<file path="src/rtl/conv_seq_unit_if.sv">
// Window-in / result-out handshake bundle for conv_seq_unit.
// The master side offers windows and drains results; the slave side is the conv unit.
interface conv_seq_unit_if #(
  parameter int N = 18
);
  logic              in_valid;
  logic              in_ready;
  logic [N*16-1:0]   image;
  logic [N*16-1:0]   weight;
  logic [15:0]       bias;
  logic              relu_en;
  logic [15:0]       result;
  logic              cu_out_valid;
  logic              out_ready;

  modport master (
    output in_valid, image, weight, bias, relu_en, out_ready,
    input  in_ready, result, cu_out_valid
  );

  modport slave (
    input  in_valid, image, weight, bias, relu_en, out_ready,
    output in_ready, result, cu_out_valid
  );
endinterface

</file>
<file path="src/rtl/conv_seq_unit.sv">
// Sequential float16 convolution: lanes products per cycle, then bias and optional ReLU.
// Result valid N/lanes+2 cycles after accept and held until out_ready; one window in flight.
module conv_seq_unit #(
  parameter int data_width    = 16,
  parameter int input_channel = 2,
  parameter int weight_length = 3,
  parameter int weight_width  = 3,
  parameter int lanes         = 1
) (
  input  logic clk,
  input  logic reset,
  input  logic conv_en,
  output logic busy,
  conv_seq_unit_if.slave bus
);

  localparam int W  = data_width;
  localparam int N  = input_channel * weight_length * weight_width;
  localparam int IW = $clog2(N + 1);
  localparam logic [IW-1:0] LAST_IDX = IW'(N - lanes);

  typedef enum logic [1:0] {IDLE, ACCUM, BIAS, OUT} state_t;

  state_t          r_state;
  state_t          w_state_nxt;
  logic [N*W-1:0]  r_image;
  logic [N*W-1:0]  r_weight;
  logic [W-1:0]    r_bias;
  logic [W-1:0]    r_acc;
  logic [W-1:0]    r_result;
  logic            r_relu;
  logic            r_out_vld;
  logic [IW-1:0]   r_idx;

  logic            w_accept;
  logic            w_acc_step;
  logic            w_bias_step;
  logic            w_out_load;
  logic            w_out_done;
  logic [W-1:0]    w_grp;
  logic [W-1:0]    w_addend;
  logic [W-1:0]    w_sum;

  // binary16 multiply, RNE, subnormals flushed to signed zero
  function automatic logic [15:0] fp_mul(input logic [15:0] a, input logic [15:0] b);
    logic        sr;
    logic        a_z, b_z, a_inf, b_inf, a_nan, b_nan;
    logic [21:0] prod;
    logic [10:0] man;
    logic [11:0] mr;
    logic        g, st;
    int          e;
    logic [15:0] r;
    sr    = a[15] ^ b[15];
    a_z   = (a[14:10] == 5'h00);
    b_z   = (b[14:10] == 5'h00);
    a_inf = (a[14:10] == 5'h1F) && (a[9:0] == 10'h0);
    b_inf = (b[14:10] == 5'h1F) && (b[9:0] == 10'h0);
    a_nan = (a[14:10] == 5'h1F) && (a[9:0] != 10'h0);
    b_nan = (b[14:10] == 5'h1F) && (b[9:0] != 10'h0);
    prod  = '0;
    man   = '0;
    mr    = '0;
    g     = 1'b0;
    st    = 1'b0;
    e     = 0;
    r     = '0;
    if (a_nan || b_nan || (a_inf && b_z) || (b_inf && a_z)) begin
      r = 16'h7E00;
    end else if (a_inf || b_inf) begin
      r = {sr, 5'h1F, 10'h0};
    end else if (a_z || b_z) begin
      r = {sr, 15'h0};
    end else begin
      prod = 22'({1'b1, a[9:0]}) * 22'({1'b1, b[9:0]});
      e    = int'(a[14:10]) + int'(b[14:10]) - 15;
      if (prod[21]) begin
        man = prod[21:11];
        g   = prod[10];
        st  = |prod[9:0];
        e   = e + 1;
      end else begin
        man = prod[20:10];
        g   = prod[9];
        st  = |prod[8:0];
      end
      mr = {1'b0, man} + 12'(g && (st || man[0]));
      if (mr[11]) begin
        mr = mr >> 1;
        e  = e + 1;
      end
      if (e >= 31)     r = {sr, 5'h1F, 10'h0};
      else if (e <= 0) r = {sr, 15'h0};
      else             r = {sr, e[4:0], mr[9:0]};
    end
    return r;
  endfunction

  // binary16 add with 3 extra bits (guard/round/sticky) below the mantissa
  function automatic logic [15:0] fp_add(input logic [15:0] a, input logic [15:0] b);
    logic        a_z, b_z, a_inf, b_inf, a_nan, b_nan;
    logic [15:0] x, y, r;
    logic [4:0]  d;
    logic [13:0] mx, my;
    logic [27:0] al;
    logic [14:0] s;
    logic [11:0] mr;
    int          e;
    a_z   = (a[14:10] == 5'h00);
    b_z   = (b[14:10] == 5'h00);
    a_inf = (a[14:10] == 5'h1F) && (a[9:0] == 10'h0);
    b_inf = (b[14:10] == 5'h1F) && (b[9:0] == 10'h0);
    a_nan = (a[14:10] == 5'h1F) && (a[9:0] != 10'h0);
    b_nan = (b[14:10] == 5'h1F) && (b[9:0] != 10'h0);
    x  = a;
    y  = b;
    r  = '0;
    d  = '0;
    mx = '0;
    my = '0;
    al = '0;
    s  = '0;
    mr = '0;
    e  = 0;
    if (a_nan || b_nan || (a_inf && b_inf && (a[15] != b[15]))) begin
      r = 16'h7E00;
    end else if (a_inf) begin
      r = a;
    end else if (b_inf) begin
      r = b;
    end else if (a_z && b_z) begin
      r = {a[15] & b[15], 15'h0};
    end else if (a_z) begin
      r = b;
    end else if (b_z) begin
      r = a;
    end else begin
      if (a[14:0] < b[14:0]) begin
        x = b;
        y = a;
      end
      d  = x[14:10] - y[14:10];
      mx = {1'b1, x[9:0], 3'b000};
      my = {1'b1, y[9:0], 3'b000};
      al = {my, 14'h0} >> ((d > 5'd15) ? 5'd15 : d);
      my = al[27:14] | {13'h0, |al[13:0]};
      if (x[15] == y[15]) s = {1'b0, mx} + {1'b0, my};
      else                s = {1'b0, mx} - {1'b0, my};
      e = int'(x[14:10]);
      if (s == '0) begin
        r = 16'h0000;
      end else begin
        if (s[14]) begin
          s = {1'b0, s[14:2], |s[1:0]};
          e = e + 1;
        end else begin
          for (int i = 0; i < 13; i++) begin
            if (!s[13]) begin
              s = s << 1;
              e = e - 1;
            end
          end
        end
        mr = {1'b0, s[13:3]} + 12'(s[2] && ((|s[1:0]) || s[3]));
        if (mr[11]) begin
          mr = mr >> 1;
          e  = e + 1;
        end
        if (e >= 31)     r = {x[15], 5'h1F, 10'h0};
        else if (e <= 0) r = {x[15], 15'h0};
        else             r = {x[15], e[4:0], mr[9:0]};
      end
    end
    return r;
  endfunction

  always_comb begin
    w_state_nxt = r_state;
    w_accept    = 1'b0;
    w_acc_step  = 1'b0;
    w_bias_step = 1'b0;
    w_out_load  = 1'b0;
    w_out_done  = 1'b0;
    case (r_state)
      IDLE: begin
        if (bus.in_valid) begin
          w_accept    = 1'b1;
          w_state_nxt = ACCUM;
        end
      end
      ACCUM: begin
        if (conv_en) begin
          w_acc_step = 1'b1;
          if (r_idx == LAST_IDX) w_state_nxt = BIAS;
        end
      end
      BIAS: begin
        if (conv_en) begin
          w_bias_step = 1'b1;
          w_state_nxt = OUT;
        end
      end
      OUT: begin
        // first OUT cycle registers the result; valid is then held until taken
        if (!r_out_vld) begin
          w_out_load = 1'b1;
        end else if (bus.out_ready) begin
          w_out_done  = 1'b1;
          w_state_nxt = IDLE;
        end
      end
      default: w_state_nxt = IDLE;
    endcase
  end

  // the latched vectors shift left each step, so the current group is always the top lanes
  always_comb begin
    w_grp = fp_mul(r_image[N*W-1 -: W], r_weight[N*W-1 -: W]);
    for (int j = 1; j < lanes; j++) begin
      w_grp = fp_add(w_grp, fp_mul(r_image[(N-1-j)*W +: W], r_weight[(N-1-j)*W +: W]));
    end
    w_addend = (r_state == BIAS) ? r_bias : w_grp;
    w_sum    = fp_add(r_acc, w_addend);
  end

  always_ff @(posedge clk or negedge reset) begin
    if (!reset) r_state <= IDLE;
    else        r_state <= w_state_nxt;
  end

  always_ff @(posedge clk or negedge reset) begin
    if (!reset) begin
      r_image   <= '0;
      r_weight  <= '0;
      r_bias    <= '0;
      r_relu    <= 1'b0;
      r_acc     <= '0;
      r_idx     <= '0;
      r_result  <= '0;
      r_out_vld <= 1'b0;
    end else begin
      if (w_accept) begin
        r_image  <= bus.image;
        r_weight <= bus.weight;
        r_bias   <= bus.bias;
        r_relu   <= bus.relu_en;
        r_acc    <= '0;
        r_idx    <= '0;
      end
      if (w_acc_step) begin
        r_acc    <= w_sum;
        r_idx    <= r_idx + IW'(lanes);
        r_image  <= r_image << (lanes * W);
        r_weight <= r_weight << (lanes * W);
      end
      if (w_bias_step) r_acc <= w_sum;
      if (w_out_load) begin
        r_result  <= (r_relu && r_acc[W-1]) ? '0 : r_acc;
        r_out_vld <= 1'b1;
      end
      if (w_out_done) r_out_vld <= 1'b0;
    end
  end

  assign bus.in_ready     = (r_state == IDLE);
  assign bus.cu_out_valid = r_out_vld;
  assign bus.result       = r_result;
  assign busy             = (r_state != IDLE);

endmodule
</file>
<file path="src/flat_wrapper.sv">
// flat-port wrapper written by rule: the top's interface ports become plain ports
module conv_seq_unit_flat 
#(
  parameter int data_width    = 16,
  parameter int input_channel = 2,
  parameter int weight_length = 3,
  parameter int weight_width  = 3,
  parameter int lanes         = 1
)
  (clk, reset, conv_en, busy, bus_in_valid, bus_image, bus_weight, bus_bias, bus_relu_en, bus_out_ready, bus_in_ready, bus_result, bus_cu_out_valid);
  conv_seq_unit_if bus_i ();
  input  logic clk;
  input  logic reset;
  input  logic conv_en;
  output logic busy;
  input wire logic [$bits(bus_i.in_valid)-1:0] bus_in_valid;
  input wire logic [$bits(bus_i.image)-1:0] bus_image;
  input wire logic [$bits(bus_i.weight)-1:0] bus_weight;
  input wire logic [$bits(bus_i.bias)-1:0] bus_bias;
  input wire logic [$bits(bus_i.relu_en)-1:0] bus_relu_en;
  input wire logic [$bits(bus_i.out_ready)-1:0] bus_out_ready;
  output wire logic [$bits(bus_i.in_ready)-1:0] bus_in_ready;
  output wire logic [$bits(bus_i.result)-1:0] bus_result;
  output wire logic [$bits(bus_i.cu_out_valid)-1:0] bus_cu_out_valid;
  assign bus_i.in_valid = bus_in_valid;
  assign bus_i.image = bus_image;
  assign bus_i.weight = bus_weight;
  assign bus_i.bias = bus_bias;
  assign bus_i.relu_en = bus_relu_en;
  assign bus_i.out_ready = bus_out_ready;
  assign bus_in_ready = bus_i.in_ready;
  assign bus_result = bus_i.result;
  assign bus_cu_out_valid = bus_i.cu_out_valid;
  conv_seq_unit #(.data_width(data_width), .input_channel(input_channel), .weight_length(weight_length), .weight_width(weight_width), .lanes(lanes)) u_core (.clk(clk), .reset(reset), .conv_en(conv_en), .busy(busy), .bus(bus_i));
endmodule
</file>
<file path="config.mk">
export PLATFORM = sky130hd
export DESIGN_NAME = conv_seq_unit_flat
export DESIGN_NICKNAME = d
export VERILOG_FILES = /design/src/rtl/conv_seq_unit_if.sv /design/src/rtl/conv_seq_unit.sv /design/src/flat_wrapper.sv
export SDC_FILE = /design/constraint.sdc
export NUM_CORES = 2
export LEC_CHECK = 0
export ABC_AREA = 1
export CAP_MARGIN = 20
export CORE_ASPECT_RATIO = 0.8
export CORE_MARGIN = 10
export CORE_UTILIZATION = 25
export DETAILED_ROUTE_END_ITERATION = 8
export HOLD_SLACK_MARGIN = 0.08
export SYNTH_ARGS = -nofsm -noshare
export SYNTH_HDL_FRONTEND = slang
export SYNTH_SLANG_ARGS = --single-unit
</file>
<file path="constraint.sdc">
create_clock -name clk -period 25.2 [get_ports clk]
set_input_delay 7.56 -clock clk [delete_from_list [all_inputs] [get_ports clk]]
set_output_delay 7.56 -clock clk [all_outputs]
set_load 0.005 [all_outputs]
</file>
# After elaboration in Yosys (flattened, before gate mapping)
# Index checks and enable logic that the tools add are counted.
word_totals:
  register_bits: 633
  in_bits: 598
  out_inout_bits: 19
  wordCells: 440
classes:
  add_sub_neg: 25
  n_mul: 1
  order_cmp: 6
  n_eq_ne: 16
  shift: 1
  mux: 330
  bitwise: 3
  reduce_logical: 49
op_table:
  columns: ["cell", "n"]
  rows:
  - ["$mux 32", 133]
  - ["$mux 14", 117]
  - ["$mux 288", 4]
  - ["$mux 16", 27]
  - ["$sub 32x2->32 const B", 12]
  - ["$mux 15", 13]
  - ["$add 32x2->32 const B", 3]
  - ["$ge 32x6->1 const B", 2]
  - ["$le 32x1->1 const B", 2]
  - ["$mux 11", 4]
  - ["$logic_not 10->1", 4]
  - ["$reduce_bool 10->1", 4]
  - ["$sub 32x5->32 const B", 1]
  - ["$shr 28x5->28", 1]
  - ["$eq 5x5->1 const B", 5]
  - ["$add 11x1->12", 2]
  - ["$mul 11x11->22", 1]
  - ["$logic_not 5->1", 4]
  - ["$mux 1", 20]
  - ["$mux 10", 2]
  - ["$logic_and 1x1->1", 16]
  - ["$add 14x14->15", 1]
  - ["$logic_not 15->1", 1]
  - ["$lt 15x15->1", 1]
  - ["28 further kinds", 51]

# Logic depth before layout (Yosys ltp)
logic_depth:
  depth_word: 192
  depth_mapped: 168
  mapped_depth_nobuf: 162

# Least setup slack after synthesis
# OpenSTA, ideal clock, no wires.
synth_timing:
  kind: "reg-to-reg"
  from: "register u_core.r_image[279]"
  to: "register u_core.r_acc[5]"
  setup_time_ns: 0.120
  t_arrival_ns: 21.221
  required_time_ns: 25.080
  slack_ns: 3.859
  path_stages_with_launch: 156
  n_path_buf: 7
  period_less_slack_ns: 21.341
  path_cell_list: "dfrtp_1 clkbuf_1 nand2_1 fa_1 inv_1 fa_1 inv_1 fa_1 inv_1 fa_1 inv_1 fa_1 inv_1 ha_1 nand2_1 nor2_1 nand3_1 nand3_2 (+120 left out) nor2_1 nand4_1 nor2_1 nand2_2 nor2_1 nand3_1 nor2_4 nand3_1 inv_1 nand2_1 nand2_2 nand4_2 nand2_1 inv_2 nand2_4 nor2_1 o21ai_1 nand2_1"
synth_between:
  elab_chain_len: 192
  elab_cells_between_ends: 365
  cone_classes: "add/sub: 21; mul: 1; order compare: 6; eq/ne: 3; shift: 1; mux: 303; bitwise: 1; reduce/logical: 29"
synth_lines:
  columns: ["element", "line", "text"]
  rows:
  - ["from (decl)", "conv_seq_unit.sv:26", "logic [N*W-1:0] r_image;"]
  - ["from (signal assigned)", "conv_seq_unit.sv:243", "r_image <= bus.image;"]
  - ["from (signal assigned)", "conv_seq_unit.sv:253", "r_image <= r_image << (lanes * W);"]
  - ["$mul 11x11->22", "conv_seq_unit.sv:75", "prod = 22'({1'b1, a[9:0]}) * 22'({1'b1, b[9:0]});"]
  - ["$reduce_or 10->1 or $reduce_or 9->1 (tied branches)", "conv_seq_unit.sv:80, conv_seq_unit.sv:85", null]
  - ["$mux 1", "conv_seq_unit.sv:77", "if (prod[21]) begin"]
  - ["$mux 1", "conv_seq_unit.sv:72", "end else if (a_z || b_z) begin"]
  - ["$mux 1", "conv_seq_unit.sv:70", "end else if (a_inf || b_inf) begin"]
  - ["$mux 1", "conv_seq_unit.sv:68", "if (a_nan || b_nan || (a_inf && b_z) || (b_inf && a_z)) begin"]
  - ["$logic_or 1x1->1", "conv_seq_unit.sv:87", "mr = {1'b0, man} + 12'(g && (st || man[0]));"]
  - ["$logic_and 1x1->1", "conv_seq_unit.sv:87", null]
  - ["(+176 left out)", null, null]
  - ["$mux 16", "conv_seq_unit.sv:135", "end else if (b_z) begin"]
  - ["$mux 16", "conv_seq_unit.sv:133", "end else if (a_z) begin"]
  - ["$mux 16", "conv_seq_unit.sv:131", "end else if (a_z && b_z) begin"]
  - ["$mux 16", "conv_seq_unit.sv:129", "end else if (b_inf) begin"]
  - ["$mux 16", "conv_seq_unit.sv:127", "end else if (a_inf) begin"]
  - ["$mux 16 (*)", "conv_seq_unit.sv:125", "if (a_nan || b_nan || (a_inf && b_inf && (a[15] != b[15]))) begin"]
  - ["$mux 16", "conv_seq_unit.sv:250", "if (w_acc_step) begin"]
  - ["$mux 16 (*)", "conv_seq_unit.sv:256", "if (w_bias_step) r_acc <= w_sum;"]
  - ["to (signal assigned)", "conv_seq_unit.sv:251", "r_acc <= w_sum;"]
  - ["to (signal assigned)", "conv_seq_unit.sv:256", null]
  - ["to (decl)", "conv_seq_unit.sv:29", "logic [W-1:0] r_acc;"]
# Mark *: on every way between the ends. The rest lies on a longest branch, timed or not. The select of a mux whose other input is x is not followed.
# A chain may end at the register's enable or synchronous reset.

# Final worst setup path
layout_timing:
  from: "register u_core.r_image[274]"
  to: "register u_core.r_acc[5]"
# The elaborated chain is that of the path after synthesis.

==> impl_metrics.csv <==
group,metric,value,unit
timing,max_clock_freq,43.3,MHz
yosys,synth.cells.most_frequent,"nand2_1 (1,966), nor2_1 (993), o21ai_0 (653), dfrtp_1 (633), a21oi_1 (623)",
yosys,syn_area,48600,µm²
critical_path,cp.required,25.77,ns
layout,area_growth,22.9,%
global_routing,gr-total-overflow,0,
critical_path,crit_type,"reg2reg",
yosys,synth_flop_cell,"dfrtp_1",
global_routing,grt_max_degree,235,
yosys,synthesis.instances,7351,
timing,tightestPinTransition,1.08,ns
clocking,clockBufferDepth,3,
timing,fin_skew,0.0410,ns
global_routing,grt_pass1_vias,48930,
run_status,status,"finished clean",
yosys,yosys_warnings,0,
critical_path,cp_common_cell,"nand2_1",
clocking,cts.clk_slew.worst_paths,0.06,ns
timing,layout_min_cycle_time,23.12,ns
critical_path,crit_path_max_fanout,17,
worst_hold_path,hold_path.class,"reg2reg",
yosys,synth_compound_area_share,15.6,%
timing,tns,0,ns
critical_path,path_delay_family,"simple AND/OR/NAND/NOR gates",
route,viasPerCell,4.83,
yosys,ys_seq_area_share,32.6,%
route,drt_iter0_markers,4425,
timing,fin_ws,2.08,ns
global_routing,grt_pass1_wl,290,mm
global_routing,antenna_found_initial,37,
critical_path,worstSetupStartpointType,"flip-flop",
placement,gp_congestion,0.909,
floorplan,dieArea,212000,µm²
yosys,yosys-top-cells-area,"dfrtp_1 (33%), nand2_1 (15%), nor2_1 (7.7%)",
timing,fin_crit_sh,91.7,%
clocking,cts.htree.levels,3,
floorplan,core_area,193000,µm²
yosys,muxShareOfSynthArea,0.0206,%
critical_path,arrival,23.68,ns
floorplan,start_util,25.2,%
layout,nNetsFinal,8583,
yosys,yosysTopAreaCell,"dfrtp_1",
yosys,synth.distinct_cells,75,
yosys,ys_ff_latch,633,
layout,utilization,31.0,%
floorplan,dieHeight,414,µm
timing,slew_headroom,28.1,%
route,via_count,50165,
layout,regArea,15900,µm²
yosys,synth_enable_flop_cells,0,
global_routing,track_usage,16.9,%
route,antenna_left,0,
layout,filler_cell_count,21202,
route,drt-total-wl,188,mm
flow_run,drv_cap,0,
yosys,synth_fa_ha_area_share,6.96,%
timing,holdWs,0.480,ns
yosys,synth.most_common_cell,"nand2_1",
layout,layout-drive-gt1-share,7.52,%
floorplan,num_rows,144,
critical_path,slowest_stage,"dfrtp_1",
clocking,cts_sinks,633,
clocking,numCtsBuffers,75,
critical_path,end_kind,"flip-flop",
critical_path,crit_buf_inv,22,
route,drtPass1Iterations,6,
floorplan,die_x,513,µm
clocking,cts_tree,"done",
timing,finalSetupViolCount,0,
layout,multi_input_area,28500,µm²
yosys,synth-simple-area-share,34.7,%
yosys,synth-async-reset-ratio,100,%
route,avgRoutedWirePerCell,18.1,µm
yosys,syn_area_per_cell,6.61,µm²
placement,hpwl,146,mm
critical_path,cpPeakStageDelay,0.59,ns
placement,portBuffers,616,
timing,slew_viol_final,0,
clocking,clkLatencyLatePin,0.70,ns
yosys,synth-xor-area-share,1.35,%
yosys,synth_top_area_share,32.6,%
yosys,synth_top_family_by_area,"simple AND/OR/NAND/NOR gates",
yosys,synth_nets,8170,
route,drc,0,
timing,hold_viol,0,
placement,pre_cts_ws,1.86,ns
clocking,cts_root_buf,"clkbuf_16",
floorplan,io_pins,617,
## sequential cells by signal, indices dropped and copies added (netlist names)
name	cells
u_core.bus.cu_out_valid	1
u_core.bus.result	16
u_core.r_acc	16
u_core.r_bias	16
u_core.r_idx	5
u_core.r_image	288
u_core.r_relu	1
u_core.r_state	2
u_core.r_weight	288
## kinds of logic after synthesis
family | count (synthesis)
adder cells (fa/ha/maj) | 221
AND/OR/NAND/NOR | 3886
multiplexers | 1
XOR/XNOR | 73
AO/OA/AOI/OAI | 1447
buffers and inverters | 1090
flip-flops | 633
## per-layer routing
layer  up-vias  GRT usage [%]  wire length [µm]  part of all wire, %
met1     23797           22.2             83500                   44
met5         -              0               216                 0.11
met2      1454           27.9             88000                   47
met3       271           2.89             10100                  5.4
met4        32           5.66              6160                  3.3
li1      24611              -                 -                    -
## cells in the final DEF (no fill, tap or decap), drive strengths merged, types with 18 or more instances in the layout
master            n
a21oi           625
buf              56
clkbuf          106
clkdlybuf4s50   615
clkinv           33
dfrtp           633
fa               82
ha              139
inv             742
nand2          2083
nand3           483
nand4           130
nor2           1075
nor3             59
o211ai           21
o21ai           698
o22ai            21
o31ai            23
xnor2            18
xor2             55
## timing repair
action,4_1_cts,5_1_grt
resized for setup,0,19
setup buffers,0,16
setup endpoints to repair,0,15
hold buffers,0,0
## path summary, 6_finish.rpt
path                       depth (start not counted)  slack [ns]                               end                             from
min                                                2        0.48     u_core.r_bias[12]$_DFFE_PN0P_    u_core.r_bias[12]$_DFFE_PN0P_
max in group asynchronous                          3       15.73   u_core.r_image[272]$_DFFE_PN0P_                            reset
max reg2reg                                      140        2.08       u_core.r_acc[5]$_DFFE_PN0P_  u_core.r_image[274]$_DFFE_PN0P_
max                                              140        2.08       u_core.r_acc[5]$_DFFE_PN0P_  u_core.r_image[274]$_DFFE_PN0P_
min reg2reg                                        2        0.48     u_core.r_bias[12]$_DFFE_PN0P_    u_core.r_bias[12]$_DFFE_PN0P_
min in group asynchronous                          1        6.99  u_core.r_weight[103]$_DFFE_PN0P_                            reset
## final cells by class
| type | count | area share (%) |
|---|---|---|
| flip-flops and latches | 633 | 26.6 |
| diodes | 17 | 0.0713 |
| clock buffers | 106 | 3.61 |
| well taps | 2555 | 5.35 |
| clock inverters | 25 | 0.614 |
| repair buffers | 671 | 11.2 |
| multi-input cells | 5629 | 47.8 |
| inverters | 754 | 4.76 |
## metrics by stage
stage                     instances  instance area (µm²)
after floorplan                7351                48600
after global placement        10223                56900
after detailed placement      10224                56900
after CTS                     10355                59400
after global routing          10389                59700
final                         10390                59700
## worst reg2reg max path, delay by kind of cell, from the launching register on
family          cells  cell delay, ns
fa+ha+maj          24            8.11
compound gates     20            3.28
flops               1            0.59
simple gates       74            8.98
buf+inv            22            2.02
Power is not shown: default switching activity piles up to over one toggle a cycle in this logic, so the estimate is an artifact.
==> RTL change: new RTL, same settings <==
Make the reset (`reset`) synchronous in 2 clocked blocks.
--- a/src/rtl/conv_seq_unit.sv
+++ b/src/rtl/conv_seq_unit.sv
@@ -223,12 +223,12 @@
     w_sum    = fp_add(r_acc, w_addend);
   end
 
-  always_ff @(posedge clk or negedge reset) begin
+  always_ff @(posedge clk) begin
     if (!reset) r_state <= IDLE;
     else        r_state <= w_state_nxt;
   end
 
-  always_ff @(posedge clk or negedge reset) begin
+  always_ff @(posedge clk) begin
     if (!reset) begin
       r_image   <= '0;
       r_weight  <= '0;
Function: not settled (the Yosys comparison gave no result); the edit may change what the design does.
==> RTL change against the unedited design <==
  * Area after synthesis down 3.2%
  * Worst setup slack better by 200 ps
  * Wire length up 1.3%
  * Final area fell by 3.2%
  * Sequential cell count is the same
  * Die area down 3.0%
  * Maximum frequency up 0.86%
  * Synthesized cell count increased by 3.3%
  * Critical path type unchanged
Power is left out: the tool's default activity adds up to more than one toggle a clock period on the data nets, which glitch-free logic cannot reach.
==> RTL change: results (changes against the unedited design) <==
status finished, final reports clean; syn_nets 8411 (+2.9%); Min-Delay Startpoint u_core.r_image[120]; non-clk buf share 11.5% (+0.25 points); critical path's largest stage delay 530 ps (-60 ps); share of layout cells above drive strength 1 7.34% (-0.18 points); cts hold-fix bufs 0 (unchanged); Commonest cells post-synth nand2_1, nand3_1, inv_1; RR Startpoint u_core.r_image[279]; placed cell area 55000 sq um (-3.3%); initial antenna violation count 64 (+73%); num sequential 633 (unchanged); r2r endpoint u_core.r_acc[8]; nets 8753 (+2.0%); relative slew slack 28.5% (+0.38 points); post-synthesis sequential area ratio 27.0% (-5.7 points); crit-path max FO 32 (+15); GRT Util Overall 17.5% (+0.59 points); DR vias 51900 (+3.5%); met2 routed WL 89600 microns (+1.8%); cells on worst reg2reg path 134 (-4.3%); largest registers u_core.r_image (288), u_core.r_weight (288); largest net degree at the start of global routing 200 (-15%); ys flop type dfxtp_1; synth top area cells dfxtp_1, nand2_1, nand3_1; drt initial violations 4912 (+11%); grt met1 use 22.9% (+0.68 points); drt first pass iters 7 (+1); Fill cells 20500 (-3.5%); Async SR Flop Fraction 0% (-100 points); Yosys warning total 0 (unchanged); WL met3 10800 microns (+7.5%); M1 WL 84300 microns (+0.93%); fraction of area in multi-input gates 51.5% (+3.7 points); # placed instances 10400 (+1.4%); Multi-In Gates 5771 (+2.5%); Inverters, non-clock 783 (+3.8%); ant diodes 33 (+16); Min Hold Slack 435 ps (-44.5 ps); Worst Skew 70.1 ps (+29.1 ps); DRT Wirelength 190000 microns (+1.3%); Worst EP arrival 23550 ps (-130 ps); GR Layer Usage met3 2.73% (-0.15 points); CTS Buf Count 74 (-1.3%); vias in the first global route 49400 (+1.0%); Final clock-cell share 4.28% (+0.060 points); Detailed Place HPWL 147000 microns (+0.91%); M2 GR Usage 29.1% (+1.2 points); first-pass GRT wire length 292000 microns (+0.68%); Worst path slowest cell fa_1; fraction of area in registers 22.0% (-4.6 points); Finished Layout Cells 10500 (+1.4%); Synth Instances 7592 (+3.3%); final max-slew violation count 0 (unchanged); R2R Setup Slk 2280 ps (+200 ps); end of the worst hold path u_core.r_image[136]; Synth cell types 73 (-2.7%); gp weighted congestion 0.915 (+0.64%); Post-synth EDFFs 0 (unchanged)
==> RTL change: cell types whose count changed after synthesis, sizes merged, moves of 39 or more <==
cell	change
nand3	+523
a31oi	+550
nor2	-509
clkbuf	+39
o21ai	-456
dfxtp	+633
nand2	+532
dfrtp	-633
a21oi	-446
==> RTL change: timing repair <==
item | CTS | global route
endpoints found under the setup margin | 0 | 15
buffers inserted | 0 | 9
gates resized for setup | 0 | 38
==> RTL change: worst max path at each step <==
| stage | from | to | cells after the start |
|---|---|---|---|
| 5_1_grt | u_core.r_image[279] | u_core.r_acc[4] | 141 |
| 2_1_floorplan | u_core.r_image[279] | u_core.r_acc[4] | 145 |
| 3_5_place_dp | u_core.r_image[279] | u_core.r_acc[4] | 137 |
| 3_3_place_gp | u_core.r_image[279] | u_core.r_acc[2] | 139 |
| 4_1_cts | u_core.r_image[279] | u_core.r_acc[9] | 139 |
| 6_report | u_core.r_image[279] | u_core.r_acc[8] | 134 |
==> RTL change: logic make-up (layout without fill, tap and decap cells) <==
logic type                 count (synthesis)  in the layout  share of synthesized area (%)
and+or+nand+nor                         4419           4419                           41.2
buffers and inverters                   1188           1581                           9.88
AOI/OAI and AO/OA                       1058           1058                           13.4
DFF                                      633            633                           27.0
adders and majority gates                221            221                           7.19
xor gates and xnor gates                  73             73                           1.39
other                                      0             33                              0
==> RTL change: worst reg2reg max path, delay by kind of cell (launching register included) <==
kind,cells,cell delay [ps]
and+or+nand+nor,67,8770
adders and majority gates,22,7430
AOI/OAI and AO/OA,24,4280
buffers and inverters,21,1860
DFF,1,440
==> RTL change: stage by stage <==
stage / setup WS (ps) / util (%)
global route: 27.2 / 30.9
floorplan: 4470 / -
global placement: 1660 / 29.4
CTS: 1100 / 30.7
detailed placement: 1160 / 29.4
finish: 2280 / 30.9
